## src/rtl/calc_seq_pkg.sv

```systemverilog
// Shared types and width helpers for the calculator sequencing controller.
package calc_seq_pkg;

  localparam int unsigned StateW = 3;

  typedef enum logic [StateW-1:0] {
    StIdle  = 3'd0,
    StLoad  = 3'd1,
    StKick  = 3'd2,
    StWait  = 3'd3,
    StWrite = 3'd4,
    StDone  = 3'd5,
    StErr   = 3'd6
  } state_e;

  function automatic int unsigned idx_width(input int unsigned num_ops);
    return (num_ops > 1) ? $clog2(num_ops) : 1;
  endfunction

  function automatic int unsigned timer_width(input int unsigned cycles);
    return (cycles > 2) ? $clog2(cycles) : 1;
  endfunction

endpackage

```

## src/rtl/calc_seq_timer.sv

```systemverilog
// WAIT-phase cycle counter: synchronous clear/enable, terminal count at TIMEOUT_CYCLES-1.
module calc_seq_timer
  import calc_seq_pkg::*;
#(
  parameter int unsigned TIMEOUT_CYCLES = 64
) (
  input  logic clk_i,
  input  logic rst_ni,
  input  logic clr_i,
  input  logic en_i,
  output logic tc_o
);

  localparam int unsigned W = timer_width(TIMEOUT_CYCLES);

  logic [W-1:0] cnt_q, cnt_d;

  assign tc_o = (cnt_q == W'(TIMEOUT_CYCLES - 1));

  // Holds at terminal count; the controller leaves WAIT before any wrap.
  always_comb begin
    cnt_d = cnt_q;
    if (clr_i) begin
      cnt_d = '0;
    end else if (en_i && !tc_o) begin
      cnt_d = cnt_q + W'(1);
    end
  end

  always_ff @(posedge clk_i) begin
    if (!rst_ni) begin
      cnt_q <= '0;
    end else begin
      cnt_q <= cnt_d;
    end
  end

endmodule

```

## src/rtl/calc_seq_fsm.sv

```systemverilog
// Calculator sequencing controller: operand/function load, compute kick, wait, capture.
// Optional result chaining into operand 0 is enabled by defining CALC_SEQ_CHAIN_EN.
module calc_seq_fsm
  import calc_seq_pkg::*;
#(
  parameter int unsigned NUM_OPS        = 2,
  parameter int unsigned TIMEOUT_CYCLES = 64
) (
  input  logic               clock_i,
  input  logic               reset_i,
  input  logic               start_i,
  input  logic               clear_i,
  input  logic               exec_done_i,
`ifdef CALC_SEQ_CHAIN_EN
  input  logic               chain_i,
  output logic               op0_sel_res_o,
`endif
  output logic [NUM_OPS-1:0] op_we_o,
  output logic               op_rst_o,
  output logic               fct_we_o,
  output logic               fct_rst_o,
  output logic               exec_start_o,
  output logic               res_we_o,
  output logic               rem_we_o,
  output logic               done_we_o,
  output logic               res_rst_o,
  output logic               rem_rst_o,
  output logic               done_rst_o,
  output logic               busy_o,
  output logic               err_o
);

  localparam int unsigned IdxW = idx_width(NUM_OPS);
  localparam logic [IdxW-1:0] LastIdx = IdxW'(NUM_OPS - 1);

  state_e        state_q, state_d;
  logic [IdxW-1:0] idx_q, idx_d;
  logic          tmr_tc;

`ifdef CALC_SEQ_CHAIN_EN
  logic chain_q, chain_d;
`endif

  calc_seq_timer #(
    .TIMEOUT_CYCLES(TIMEOUT_CYCLES)
  ) u_timer (
    .clk_i (clock_i),
    .rst_ni(reset_i),
    .clr_i (state_q != StWait),
    .en_i  (state_q == StWait),
    .tc_o  (tmr_tc)
  );

  always_comb begin
    state_d = state_q;
    idx_d   = idx_q;
`ifdef CALC_SEQ_CHAIN_EN
    chain_d = chain_q;
`endif
    if (clear_i) begin
      state_d = StIdle;
      idx_d   = '0;
`ifdef CALC_SEQ_CHAIN_EN
      chain_d = 1'b0;
`endif
    end else begin
      case (state_q)
        StIdle: begin
          if (start_i) begin
            state_d = StLoad;
            idx_d   = '0;
`ifdef CALC_SEQ_CHAIN_EN
            chain_d = 1'b0;
`endif
          end
        end
        StLoad: begin
          if (idx_q == LastIdx) begin
            state_d = StKick;
            idx_d   = '0;
`ifdef CALC_SEQ_CHAIN_EN
            chain_d = 1'b0;
`endif
          end else begin
            idx_d = idx_q + IdxW'(1);
          end
        end
        StKick:  state_d = StWait;
        StWait: begin
          if (exec_done_i) begin
            state_d = StWrite;
          end else if (tmr_tc) begin
            state_d = StErr;
          end
        end
        StWrite: state_d = StDone;
        StDone: begin
          if (start_i) begin
            state_d = StLoad;
            idx_d   = '0;
`ifdef CALC_SEQ_CHAIN_EN
            chain_d = chain_i;
`endif
          end
        end
        StErr:   state_d = StErr;
        default: begin
          state_d = StIdle;
          idx_d   = '0;
        end
      endcase
    end
  end

  // Moore decode: outputs depend on registered state only.
  always_comb begin
    op_we_o      = '0;
    op_rst_o     = 1'b0;
    fct_we_o     = 1'b0;
    fct_rst_o    = 1'b0;
    exec_start_o = 1'b0;
    res_we_o     = 1'b0;
    rem_we_o     = 1'b0;
    done_we_o    = 1'b0;
    res_rst_o    = 1'b0;
    rem_rst_o    = 1'b0;
    done_rst_o   = 1'b0;
    busy_o       = 1'b0;
    err_o        = 1'b0;
`ifdef CALC_SEQ_CHAIN_EN
    op0_sel_res_o = 1'b0;
`endif
    if (state_q inside {StLoad, StKick, StWait, StWrite, StDone, StErr}) begin
      op_rst_o  = 1'b1;
      fct_rst_o = 1'b1;
    end
    if (state_q inside {StLoad, StKick, StWait, StWrite, StDone}) begin
      res_rst_o  = 1'b1;
      rem_rst_o  = 1'b1;
      done_rst_o = 1'b1;
    end
    case (state_q)
      StLoad: begin
        op_we_o  = NUM_OPS'(1) << idx_q;
        fct_we_o = (idx_q == '0);
        busy_o   = 1'b1;
`ifdef CALC_SEQ_CHAIN_EN
        op0_sel_res_o = chain_q && (idx_q == '0);
`endif
      end
      StKick: begin
        exec_start_o = 1'b1;
        busy_o       = 1'b1;
      end
      StWait:  busy_o = 1'b1;
      StWrite: begin
        res_we_o  = 1'b1;
        rem_we_o  = 1'b1;
        done_we_o = 1'b1;
        busy_o    = 1'b1;
      end
      StErr:   err_o = 1'b1;
      default: ;
    endcase
  end

  always_ff @(posedge clock_i) begin
    if (!reset_i) begin
      state_q <= StIdle;
      idx_q   <= '0;
`ifdef CALC_SEQ_CHAIN_EN
      chain_q <= 1'b0;
`endif
    end else begin
      state_q <= state_d;
      idx_q   <= idx_d;
`ifdef CALC_SEQ_CHAIN_EN
      chain_q <= chain_d;
`endif
    end
  end

endmodule

```

## config.mk

```make
export PLATFORM = sky130hd
export DESIGN_NAME = calc_seq_fsm
export DESIGN_NICKNAME = d
export VERILOG_FILES = /design/src/rtl/calc_seq_pkg.sv /design/src/rtl/calc_seq_timer.sv /design/src/rtl/calc_seq_fsm.sv
export SDC_FILE = /design/constraint.sdc
export NUM_CORES = 1
export LEC_CHECK = 0
export ABC_AREA = 1
export CELL_PAD_IN_SITES_DETAIL_PLACEMENT = 0
export CELL_PAD_IN_SITES_GLOBAL_PLACEMENT = 1
export CORE_MARGIN = 5
export CORE_UTILIZATION = 30
export DETAILED_ROUTE_END_ITERATION = 10
export PLACE_DENSITY = 0.73
export SLEW_MARGIN = 15
export SYNTH_ARGS = -nofsm -noshare
export SYNTH_HDL_FRONTEND = slang
export SYNTH_SLANG_ARGS = --single-unit
```

## constraint.sdc

```tcl
create_clock -name clock_i -period 1.8 [get_ports clock_i]
set_input_delay 0.36 -clock clock_i [delete_from_list [all_inputs] [get_ports clock_i]]
set_output_delay 0.36 -clock clock_i [all_outputs]
set_load 0.005 [all_outputs]
```

==> out/results.ini, run 1 <==
[outcome]
status = finished clean

[synthesis]
yosys-top-cells-count = 21 x nand2_1, 15 x inv_1, 13 x nor2_1
synthMostInstantiatedCell = nand2_1
synth_compound_area_share_pct = 10.9
ys_seq_area_share_pct = 27.7
synth_top_family_by_area = simple AND/OR/NAND/NOR gates
synthSimpleGateAreaFrac_pct = 40.3
synth-async-reset-ratio_pct = 0
yosysUniqueCellTypes = 27
ys_ff_latch = 10
syn_nets = 112
synth-edff-count = 0
synth_mux_area_share_pct = 0
synth-xor-area-share_pct = 2.42
synthFlopType = dfxtp_1
yosys.area.top_type = dfxtp_1
ys_top_cells_by_area = dfxtp_1 28%, nand2_1 11%, inv_1 7.8%, nor2_1 6.7%, buf_4 6.2%
synthAdderAreaFrac_pct = 1.73
synth_area_um2 = 723
postSynthAreaPerCell_um2 = 6.82
ys_warn_count = 0
syn_inst = 106
synth_top_area_share_pct = 27.7

[timing]
finalSetupViolations = 0
max_slew_margin_pct = 81.9
period_needed_ns = 1.72
period_share_pct = 95.4
worst_slew_pin_slew_ns = 0.271
rsz0062_at_grt = false
maxSlewViolCount = 0
hold_violations = 0
clock_skew_ns = 0.00840
fmax_mhz = 582

[die]
start_util_pct = 32.1
die_h_um = 59.1
dieArea_um2 = 3490
rows = 17
chipWidth_um = 59.1
coreArea_um2 = 2250
io_pins = 19

[clocking]
clkTransAtPathRegs_ns = 0.07
clkLatencyLatePin_ns = 0.27
cts_hold_buffers = 0
clock-root-buffer = clkbuf_4
clock_sinks = 10
cts_tree = yes
numCtsBuffers = 3
clockBufferDepth = 2
cts-htree-levels = 1

[critical_path]
crit_path_start_kind = register
crit_fanout = 4
rr_worst_depth = 8
arrival_ns = 1.36
cp-end-kind = primary output
reg2reg_slack_ns = 0.33
rr_startpoint = u_timer.cnt_q[0]$_SDFFE_PP0P_
crit_required_ns = 1.44
worstSetupPathType = reg -> out
timing.rr.end = u_timer.cnt_q[2]$_SDFFE_PP0P_

[power_and_ir_drop]
p_seq_share_pct = 39.8
ir_drop_mv = 0.312
p_sw_share_pct = 28.2
power.switching_mw = 0.164
powerDensity_nw_per_um2 = 585
clkPwrFrac_pct = 36.5
p_int_mw = 0.418
leakagePower_nw = 0.528
comb_power_share_pct = 23.7

[worst_hold_path]
hold_class = reg -> reg
hold_path_end = u_timer.cnt_q[2]$_SDFFE_PP0P_
whs_path_depth = 2
worstHoldStart = u_timer.cnt_q[2]$_SDFFE_PP0P_

[layout]
n_antenna_cell = 0
area_growth_pct = 37.5
drive_gt1_share_pct = 29.2
fin_util_pct = 44.1
finalNetCount = 137
final_area_um2 = 995

[global_route]
antenna_found_initial = 0
grt_pass1_wl_um = 2940
grt_pass1_vias = 687
grtUsageTotal_pct = 10.6
grt_max_degree = 8
gr-total-overflow = 0

[drt]
ant_nets = 0
drtIter0Drc = 8
viasPerCell = 4.35
num_vias = 687
detail_route.wl_per_cell_um = 10.2
drcViolationCount = 0
wl_um = 1610
firstDrtPassIters = 4

[place]
io_buffers = 18
dpl_cell_area_um2 = 938
post-dp-hpwl_um = 1320
globalplace.congestion = 0.756

[flow_run]
maxCapViolations = 0

-- stage by stage --
stage	setup WS, ns	power (mW)	TNS [ns]	instances	hold slack, ns
2_1_floorplan	0.236	0.320	0	106	0.437
3_3_place_gp	0.0534	0.387	0	152	0.445
3_5_place_dp	-0.0128	0.389	-0.0223	152	0.458
4_1_cts	0.00213	0.591	0	158	0.468
5_1_grt	0.00344	0.617	0	158	0.510
6_report	0.0828	0.581	0	158	0.464
-- worst max-delay path, cell delays in order (launching register included) --
cell and delay [ns]:
dfxtp_4 0.39, inv_4 0.06, nand2_4 0.05, inv_1 0.04
nor2_2 0.08, nand2_1 0.07, buf_4 0.14, dlygate4sd2_1 0.26
-- layout make-up --
cell class / instances / area, um2
inverter: 20 / 80.1
tap: 28 / 35.0
clock buffer: 4 / 36.3
multi-input combinational: 70 / 413
timing repair buffer: 26 / 219
fill: 242 / 1260
sequential: 10 / 211
-- kinds of logic after synthesis --
kind of cell	count (synthesis)
XOR/XNOR	2
adder cells (fa/ha/maj)	1
AO/OA/AOI/OAI	14
buffers and inverters	26
flip-flops	10
AND/OR/NAND/NOR	53
-- per-layer routing --
layer | global-route usage [%] | up-vias | share of wire [%]
met1 | 13.6 | 300 | 47
met4 | 2.91 | 0 | 0.87
li1 | - | 373 | -
met2 | 17.7 | 11 | 48
met3 | 2.61 | 3 | 3.9
met5 | 0 | - | 0
-- sequential cells by signal, indices dropped and copies added, names as in the netlist --
signal         flops
u_timer.cnt_q      6
state_q            3
idx_q              1
-- power by group through the flow --
| stage | clock network [mW] | logic, mW | registers, mW |
|---|---|---|---|
| 3_5_place_dp | 0 | 0.151 | 0.238 |
| 4_1_cts | 0.217 | 0.142 | 0.231 |
| 5_1_grt | 0.232 | 0.153 | 0.232 |
| 6_report | 0.212 | 0.138 | 0.231 |
| 2_1_floorplan | 0 | 0.0832 | 0.237 |
| 3_3_place_gp | 0 | 0.149 | 0.238 |
-- worst max-delay path by stage --
stage	start	depth (start not counted)	slack [ns]	end
CTS	state_q[0]$_SDFFE_PP0P_	4	0.002	err_o
floorplan	state_q[2]$_SDFFE_PP0P_	7	0.24	op_rst_o
global placement	state_q[2]$_SDFFE_PP0P_	7	0.05	op_rst_o
finish	state_q[2]$_SDFFE_PP0P_	7	0.08	done_rst_o
detailed placement	state_q[2]$_SDFFE_PP0P_	7	-0.01	op_rst_o
global route	state_q[2]$_SDFFE_PP0P_	7	0.003	done_rst_o
-- placed cells by master, fill, tap and decap left out, types with 2 or more instances in the layout --
cell and n:
nand2_2 2, inv_1 14, nor3_1 2, dlygate4sd2_1 11, clkbuf_4 3, nand2_4 2
buf_4 8, nand3_2 2, nor2_4 3, a21oi_1 7, dfxtp_4 3, inv_2 4
dfxtp_1 7, nor2_1 10, inv_4 2, clkbuf_2 2, nand2_1 21, nor2_2 3
nand3_1 4, o21ai_0 3, clkdlybuf4s50_1 4
-- what timing repair did --
| item | in CTS | in global routing |
|---|---|---|
| gates resized for setup | 26 | 4 |
| pin swaps | 2 | 0 |
| buffers inserted | 2 | 0 |
| cloned | 0 | 0 |
| setup endpoints to repair | 14 | 3 |
Power figures use the tool's default switching activity.
==> run 2: changes to the inputs <==
--- a/config.mk
+++ b/config.mk
@@ -11,8 +11,9 @@
 export CORE_MARGIN = 5
 export CORE_UTILIZATION = 30
 export DETAILED_ROUTE_END_ITERATION = 10
-export PLACE_DENSITY = 0.73
+export PLACE_DENSITY = 0.74
 export SLEW_MARGIN = 15
 export SYNTH_ARGS = -nofsm -noshare
 export SYNTH_HDL_FRONTEND = slang
+export SYNTH_HIERARCHICAL = 1
 export SYNTH_SLANG_ARGS = --single-unit
==> run 2 against run 1 <==
Die area down 0.29%. Setup slack worse by 0.0087 ns. Fmax down 0.51%. Core utilization up 2.0 points. Clock skew down 0.0022 ns. Sequential power up 3%. Global-route usage up 1.1 points. Sequential cell count unchanged. Final area up 4.5%. Cell count up 3.8%. Largest power group unchanged. Sequential share of layout area down 0.92 points. First-iteration DRC count up 110%.
==> out/results.ini, run 2 <==
[synthesis]
synth-async-reset-ratio_pct = 0  ; unchanged
postSynthAreaPerCell_um2 = 6.55  ; was 6.82 um2
synth_area_um2 = 721  ; was 723 um2
synthFlopType = dfxtp_1  ; unchanged
syn_nets = 116  ; was 112
yosys-top-cells-count = 23 x nand2_1, 19 x nor2_1, 13 x inv_1  ; was 21 x nand2_1, 15 x inv_1, 13 x nor2_1
ys_warn_count = 6  ; was 0
ys_seq_area_share_pct = 27.8  ; was 27.7%
synth-edff-count = 0  ; unchanged
ys_top_cells_by_area = dfxtp_1 28%, nand2_1 12%, nor2_1 9.9%, inv_1 6.8%, buf_4 6.3%  ; was dfxtp_1 28%, nand2_1 11%, inv_1 7.8%, nor2_1 6.7%, buf_4 6.2%
ys_ff_latch = 10  ; unchanged
synthMostInstantiatedCell = nand2_1  ; unchanged
syn_inst = 110  ; was 106
synth_top_area_share_pct = 27.8  ; was 27.7%
yosys.area.top_type = dfxtp_1  ; unchanged
yosysUniqueCellTypes = 24  ; was 27

[timing]
finalSetupViolations = 0  ; unchanged
period_needed_ns = 1.73  ; was 1.72 ns
hold_violations = 0  ; unchanged
fin_ws_ns = 0.0741  ; was 0.0828 ns
fmax_mhz = 579  ; was 582 MHz
max_slew_margin_pct = 81.8  ; was 81.9%
clock_skew_ns = 0.00625  ; was 0.00840 ns
worst_slew_pin_slew_ns = 0.272  ; was 0.271 ns
rsz0062_at_grt = true  ; was false
fin_tns_setup_ns = 0  ; unchanged
timing.hold.ws_ns = 0.465  ; was 0.464 ns
period_share_pct = 95.9  ; was 95.4%
maxSlewViolCount = 0  ; unchanged

[critical_path]
arrival_ns = 1.37  ; was 1.36 ns
path_cells = inv_4 > nand2_4 > nor2_2 > or3_1 > clkdlybuf4s15_1  ; was inv_4 > nand2_4 > inv_1 > nor2_2 > nand2_1 > buf_4 > dlygate4sd2_1
crit_start = state_q[2]$_SDFFE_PP0P_  ; unchanged
crit_required_ns = 1.44  ; about the same
rr_startpoint = u_timer/cnt_q[0]$_SDFFE_PP0P_  ; was u_timer.cnt_q[0]$_SDFFE_PP0P_
cp_slowest_cell = dfxtp_4  ; unchanged
crit_path_start_kind = register  ; unchanged
path_buf_inv = 2  ; was 4
crit_end = busy_o  ; was done_rst_o
reg2reg_slack_ns = 0.31  ; was 0.33 ns
rr_worst_depth = 10  ; was 8
cp-end-kind = primary output  ; unchanged
cp.depth = 5  ; was 7
cpLargestDelayFamily = simple AND/OR/NAND/NOR gates  ; was buffers and inverters
timing.rr.end = state_q[0]$_SDFFE_PP0P_  ; was u_timer.cnt_q[2]$_SDFFE_PP0P_
critPathMaxStageDelay_ns = 0.40  ; was 0.39 ns
worstSetupPathType = reg -> out  ; unchanged
crit_fanout = 6  ; was 4

[layout]
largestRegisters = u_timer/cnt_q (6), state_q (3), idx_q (1)  ; was u_timer.cnt_q (6), state_q (3), idx_q (1)
final_cell_mix = 21 x nand2_1, 17 x nor2_1, 12 x inv_1  ; was 21 x nand2_1, 14 x inv_1, 11 x dlygate4sd2_1
finalNetCount = 143  ; was 137
area_growth_pct = 44.3  ; was 37.5%
n_antenna_cell = 0  ; unchanged
drive_gt1_share_pct = 28.7  ; was 29.2%
mostFrequentLayoutCell = nand2_1  ; unchanged
largest_register_ffs = 6  ; unchanged
nFillCells = 249  ; was 242
fin_util_pct = 46.1  ; was 44.1%
largest_register = u_timer/cnt_q  ; was u_timer.cnt_q

[drt]
detail_route.wl_per_cell_um = 11.3  ; was 10.2 um
firstDrtPassIters = 4  ; unchanged
wl_um = 1860  ; was 1610 um
drtIter0Drc = 17  ; was 8
ant_nets = 0  ; unchanged
viasPerCell = 4.36  ; was 4.35
num_vias = 715  ; was 687
drcViolationCount = 0  ; unchanged

[outcome]
status = finished clean  ; unchanged

[power_and_ir_drop]
finalPower_mw = 0.637  ; was 0.581 mW
p_sw_share_pct = 29.5  ; was 28.2%
p_seq_share_pct = 37.4  ; was 39.8%
p_int_mw = 0.449  ; was 0.418 mW
clkPwrFrac_pct = 32.9  ; was 36.5%
comb_power_share_pct = 29.7  ; was 23.7%
power.switching_mw = 0.188  ; was 0.164 mW
leakagePower_nw = 0.576  ; was 0.528 nW
ir_drop_mv = 0.495  ; was 0.312 mV
powerDensity_nw_per_um2 = 613  ; was 585 nW/um2

[die]
chipWidth_um = 59.0  ; was 59.1 um
coreArea_um2 = 2250  ; unchanged
dieArea_um2 = 3480  ; was 3490 um2
rows = 17  ; unchanged
start_util_pct = 32.0  ; was 32.1%
die_h_um = 59.0  ; was 59.1 um
io_pins = 19  ; unchanged

[place]
globalplace.congestion = 0.864  ; was 0.756
post-place-ws_ns = -0.00450  ; was -0.0128 ns
io_buffers = 18  ; unchanged
post-dp-hpwl_um = 1420  ; was 1320 um

[clocking]
cts_hold_buffers = 0  ; unchanged
cts-htree-levels = 1  ; unchanged
cts_tree = yes  ; unchanged
numCtsBuffers = 3  ; unchanged
clock_sinks = 10  ; unchanged
clkLatencyLatePin_ns = 0.27  ; about the same
clockBufferDepth = 2  ; unchanged
clkTransAtPathRegs_ns = 0.07  ; about the same
clock-root-buffer = clkbuf_4  ; unchanged

[global_route]
grtUsageTotal_pct = 11.7  ; was 10.6%
grt_max_degree = 8  ; unchanged
grt_pass1_wl_um = 3100  ; was 2940 um
grt_pass1_vias = 698  ; was 687
gr-total-overflow = 0  ; unchanged
antenna_found_initial = 0  ; unchanged

[flow_run]
maxCapViolations = 0  ; unchanged

[worst_hold_path]
hold_class = reg -> reg  ; unchanged

-- run 2: power by group through the flow --
stage	Clock [mW]	Combinational [mW]	Sequential, mW
2_1_floorplan	0	0.102	0.240
3_3_place_gp	0	0.200	0.240
3_5_place_dp	0	0.201	0.241
4_1_cts	0.221	0.188	0.237
5_1_grt	0.235	0.206	0.240
6_report	0.210	0.189	0.238
-- run 2: cells by family after synthesis --
kind of cell | after synthesis | synth area share (%)
simple gates | 68 | 48.8
fa+ha+maj | 1 | 1.74
xor+xnor | 1 | 1.22
flops | 10 | 27.8
buf+inv | 24 | 15.6
compound gates | 6 | 4.86
-- run 2: layout make-up --
type                       count  area, um2  area share (%)
clock buffer                   4       36.3            3.49
sequential                    10        211            20.3
inverter                      18       70.1            6.74
multi-input combinational     76        433            41.6
tap                           28       35.0            3.37
timing repair buffer          28        254            24.4
-- run 2: how the worst min path moves through the flow --
| stage | to | cells after the start | from |
|---|---|---|---|
| floorplan | idx_q$_SDFFE_PP0P_ | 2 | idx_q$_SDFFE_PP0P_ |
| global placement | idx_q$_SDFFE_PP0P_ | 2 | idx_q$_SDFFE_PP0P_ |
| detailed placement | idx_q$_SDFFE_PP0P_ | 2 | idx_q$_SDFFE_PP0P_ |
| CTS | idx_q$_SDFFE_PP0P_ | 2 | idx_q$_SDFFE_PP0P_ |
| global route | idx_q$_SDFFE_PP0P_ | 2 | idx_q$_SDFFE_PP0P_ |
| finish | idx_q$_SDFFE_PP0P_ | 2 | idx_q$_SDFFE_PP0P_ |
-- run 2: metrics by stage --
step           std cells  cell area [um2]
6_report             164             1040
5_1_grt              164             1040
4_1_cts              164             1010
3_5_place_dp         159              958
3_3_place_gp         159              958
2_1_floorplan        110              721
-- run 2: routing by layer --
layer	global-route usage [%]	vias to the layer above	routed length [um]
met5	0	-	0
met3	4.14	8	55
met1	12.8	310	746
met2	19.7	12	983
li1	-	385	-
met4	6.15	0	69
-- run 2: worst register-to-register path, stage by stage, from the launching register on --
cell	delay [ns]
dfxtp_1	0.39
ha_1	0.22
nand2_2	0.08
nor2_4	0.12
nand2_4	0.09
inv_1	0.06
nor2_1	0.03
nand2_1	0.07
nand3_2	0.13
nor2_1	0.15
nor2_2	0.05
-- run 2: repair_timing --
action                                  4_1_cts  5_1_grt
setup buffers                                 1        0
pin swaps                                     0        1
endpoints found under the setup margin       14        7
gates resized for setup                      19       11
==> run 3: changes to the inputs <==
--- a/config.mk
+++ b/config.mk
@@ -11,6 +11,7 @@
 export CORE_MARGIN = 5
 export CORE_UTILIZATION = 30
 export DETAILED_ROUTE_END_ITERATION = 10
+export GPL_TIMING_DRIVEN = 0
 export PLACE_DENSITY = 0.74
 export SLEW_MARGIN = 15
 export SYNTH_ARGS = -nofsm -noshare
==> run 3 against run 2 <==
Final area grew 4.6%. Die area unchanged. Clock skew barely moved. Largest cell class unchanged. Critical path depth up 1. Total power increased by 5.0%. Routed wire length is 0.38% higher. Core utilization is 2.1 points higher. Non-clock buffer count grew 5.
==> out/results.ini, run 3 (synthesis gave the netlist of run 2 again) <==
[outcome]
status = finished clean  ; unchanged

[die]
chipWidth_um = 59.0  ; unchanged
coreArea_um2 = 2250  ; unchanged
rows = 17  ; unchanged
die_h_um = 59.0  ; unchanged
io_pins = 19  ; unchanged
dieArea_um2 = 3480  ; unchanged
start_util_pct = 32.0  ; unchanged

[drt]
wl_um = 1860  ; about the same
viasPerCell = 4.46  ; was 4.36
num_vias = 754  ; was 715
firstDrtPassIters = 4  ; unchanged
detail_route.wl_per_cell_um = 11.0  ; was 11.3 um
ant_nets = 0  ; unchanged
drcViolationCount = 0  ; unchanged
drtIter0Drc = 20  ; was 17

[critical_path]
timing.rr.end = u_timer/cnt_q[3]$_SDFFE_PP0P_  ; was state_q[0]$_SDFFE_PP0P_
crit_fanout = 6  ; unchanged
arrival_ns = 1.38  ; was 1.37 ns
worstSetupPathType = reg -> out  ; unchanged
rr_worst_depth = 7  ; was 10
crit_required_ns = 1.44  ; about the same
cp-end-kind = primary output  ; unchanged
crit_path_start_kind = register  ; unchanged
reg2reg_slack_ns = 0.25  ; was 0.31 ns
rr_startpoint = state_q[1]$_SDFFE_PP0P_  ; was u_timer/cnt_q[0]$_SDFFE_PP0P_

[timing]
clock_skew_ns = 0.00607  ; was 0.00625 ns
period_share_pct = 96.7  ; was 95.9%
period_needed_ns = 1.74  ; was 1.73 ns
worst_slew_pin_slew_ns = 0.425  ; was 0.272 ns
hold_violations = 0  ; unchanged
max_slew_margin_pct = 71.6  ; was 81.8%
finalSetupViolations = 0  ; unchanged
fmax_mhz = 575  ; was 579 MHz
maxSlewViolCount = 0  ; unchanged
fin_ws_ns = 0.0600  ; was 0.0741 ns

[clocking]
cts_tree = yes  ; unchanged
cts-htree-levels = 1  ; unchanged
cts_hold_buffers = 0  ; unchanged
clkLatencyLatePin_ns = 0.26  ; was 0.27 ns
clock_sinks = 10  ; unchanged
clock-root-buffer = clkbuf_4  ; unchanged
clkTransAtPathRegs_ns = 0.07  ; about the same
clockBufferDepth = 2  ; unchanged
numCtsBuffers = 3  ; unchanged

[layout]
drive_gt1_share_pct = 34.8  ; was 28.7%
area_growth_pct = 50.9  ; was 44.3%
final-seq-area_um2 = 211  ; unchanged
largest_register = u_timer/cnt_q  ; unchanged
mostFrequentLayoutCell = nand2_1  ; unchanged
final_cell_mix = 20 x nand2_1, 18 x nor2_1, 16 x buf_4  ; was 21 x nand2_1, 17 x nor2_1, 12 x inv_1
final_area_um2 = 1090  ; was 1040 um2
largestRegisters = u_timer/cnt_q (6), state_q (3), idx_q (1)  ; unchanged
finalNetCount = 148  ; was 143
n_antenna_cell = 0  ; unchanged
largest_register_ffs = 6  ; unchanged
nFillCells = 231  ; was 249
multiInputGateArea_um2 = 460  ; was 433 um2
fin_util_pct = 48.2  ; was 46.1%

[place]
globalplace.congestion = 0.846  ; was 0.864
dpl_cell_area_um2 = 936  ; was 958 um2
post-place-ws_ns = -0.196  ; was -0.00450 ns
post-dp-hpwl_um = 1300  ; was 1420 um
io_buffers = 18  ; unchanged

[power_and_ir_drop]
leakagePower_nw = 0.549  ; was 0.576 nW
ir_drop_mv = 0.505  ; was 0.495 mV
finalPower_mw = 0.669  ; was 0.637 mW
powerDensity_nw_per_um2 = 615  ; was 613 nW/um2

[global_route]
grt_max_degree = 9  ; was 8
antenna_found_initial = 0  ; unchanged
gr-total-overflow = 0  ; unchanged
grt_pass1_vias = 705  ; was 698
grtUsageTotal_pct = 10.9  ; was 11.7%
grt_pass1_wl_um = 2960  ; was 3100 um

[flow_run]
maxCapViolations = 0  ; unchanged

[worst_hold_path]
worstHoldStart = idx_q$_SDFFE_PP0P_  ; unchanged
whs_path_depth = 2  ; unchanged
hold_path_end = idx_q$_SDFFE_PP0P_  ; unchanged
hold_class = reg -> reg  ; unchanged

-- run 3: area by class of cell --
type / instances / share of cell area (%)
plain buffers: 6 / 4.14
multi-input cells: 76 / 42.3
well taps: 28 / 3.22
clock buffers: 4 / 3.34
flip-flops and latches: 10 / 19.4
repair buffers: 27 / 20.8
inverters: 18 / 6.67
-- run 3: worst max path at each step --
stage               slack (ns)        to  cells past startpoint                    start
finish                    0.06  op_rst_o                      6  state_q[2]$_SDFFE_PP0P_
global placement         -0.18  op_rst_o                      6  state_q[2]$_SDFFE_PP0P_
CTS                      -0.06  op_rst_o                      6  state_q[2]$_SDFFE_PP0P_
floorplan                 0.32  op_rst_o                      5  state_q[2]$_SDFFE_PP0P_
detailed placement       -0.20  op_rst_o                      6  state_q[1]$_SDFFE_PP0P_
global route             -0.01  op_rst_o                      6  state_q[2]$_SDFFE_PP0P_
-- run 3: timing repair --
action                     CTS  global route
setup endpoints to repair   14             5
buffers inserted             6             3
pin swaps                    4             4
resized for setup           34            10
gates cloned                 0             0
-- run 3: power breakdown --
group          internal [mW]  switching (mW)  total (mW)
sequential             0.227          0.0128       0.240
clock                  0.123          0.0815       0.204
combinational          0.125           0.100       0.225
total                  0.474           0.194       0.669
-- run 3: per-layer routing --
metal / vias up / routed length, um / track usage [%]
met2: 11 / 1020 / 19.6
met3: 4 / 48 / 3.92
met4: 0 / 25 / 2.91
met1: 338 / 773 / 12.0
met5: - / 0 / 0
li1: 401 / - / -
-- run 3: stage by stage --
| stage | cells | hold WS [ns] | setup TNS, ns |
|---|---|---|---|
| after floorplan | 110 | 0.438 | 0 |
| after global placement | 156 | 0.449 | -0.392 |
| after detailed placement | 156 | 0.453 | -0.426 |
| after CTS | 166 | 0.463 | -0.0596 |
| after global routing | 169 | 0.486 | -0.0139 |
| final | 169 | 0.462 | 0 |
-- run 3: critical path: stages, from the launching register on --
cell	delay (ns)
dfxtp_4	0.42
inv_4	0.07
nand2_4	0.10
nand3_4	0.07
or2_1	0.24
buf_4	0.13
clkbuf_2	0.10
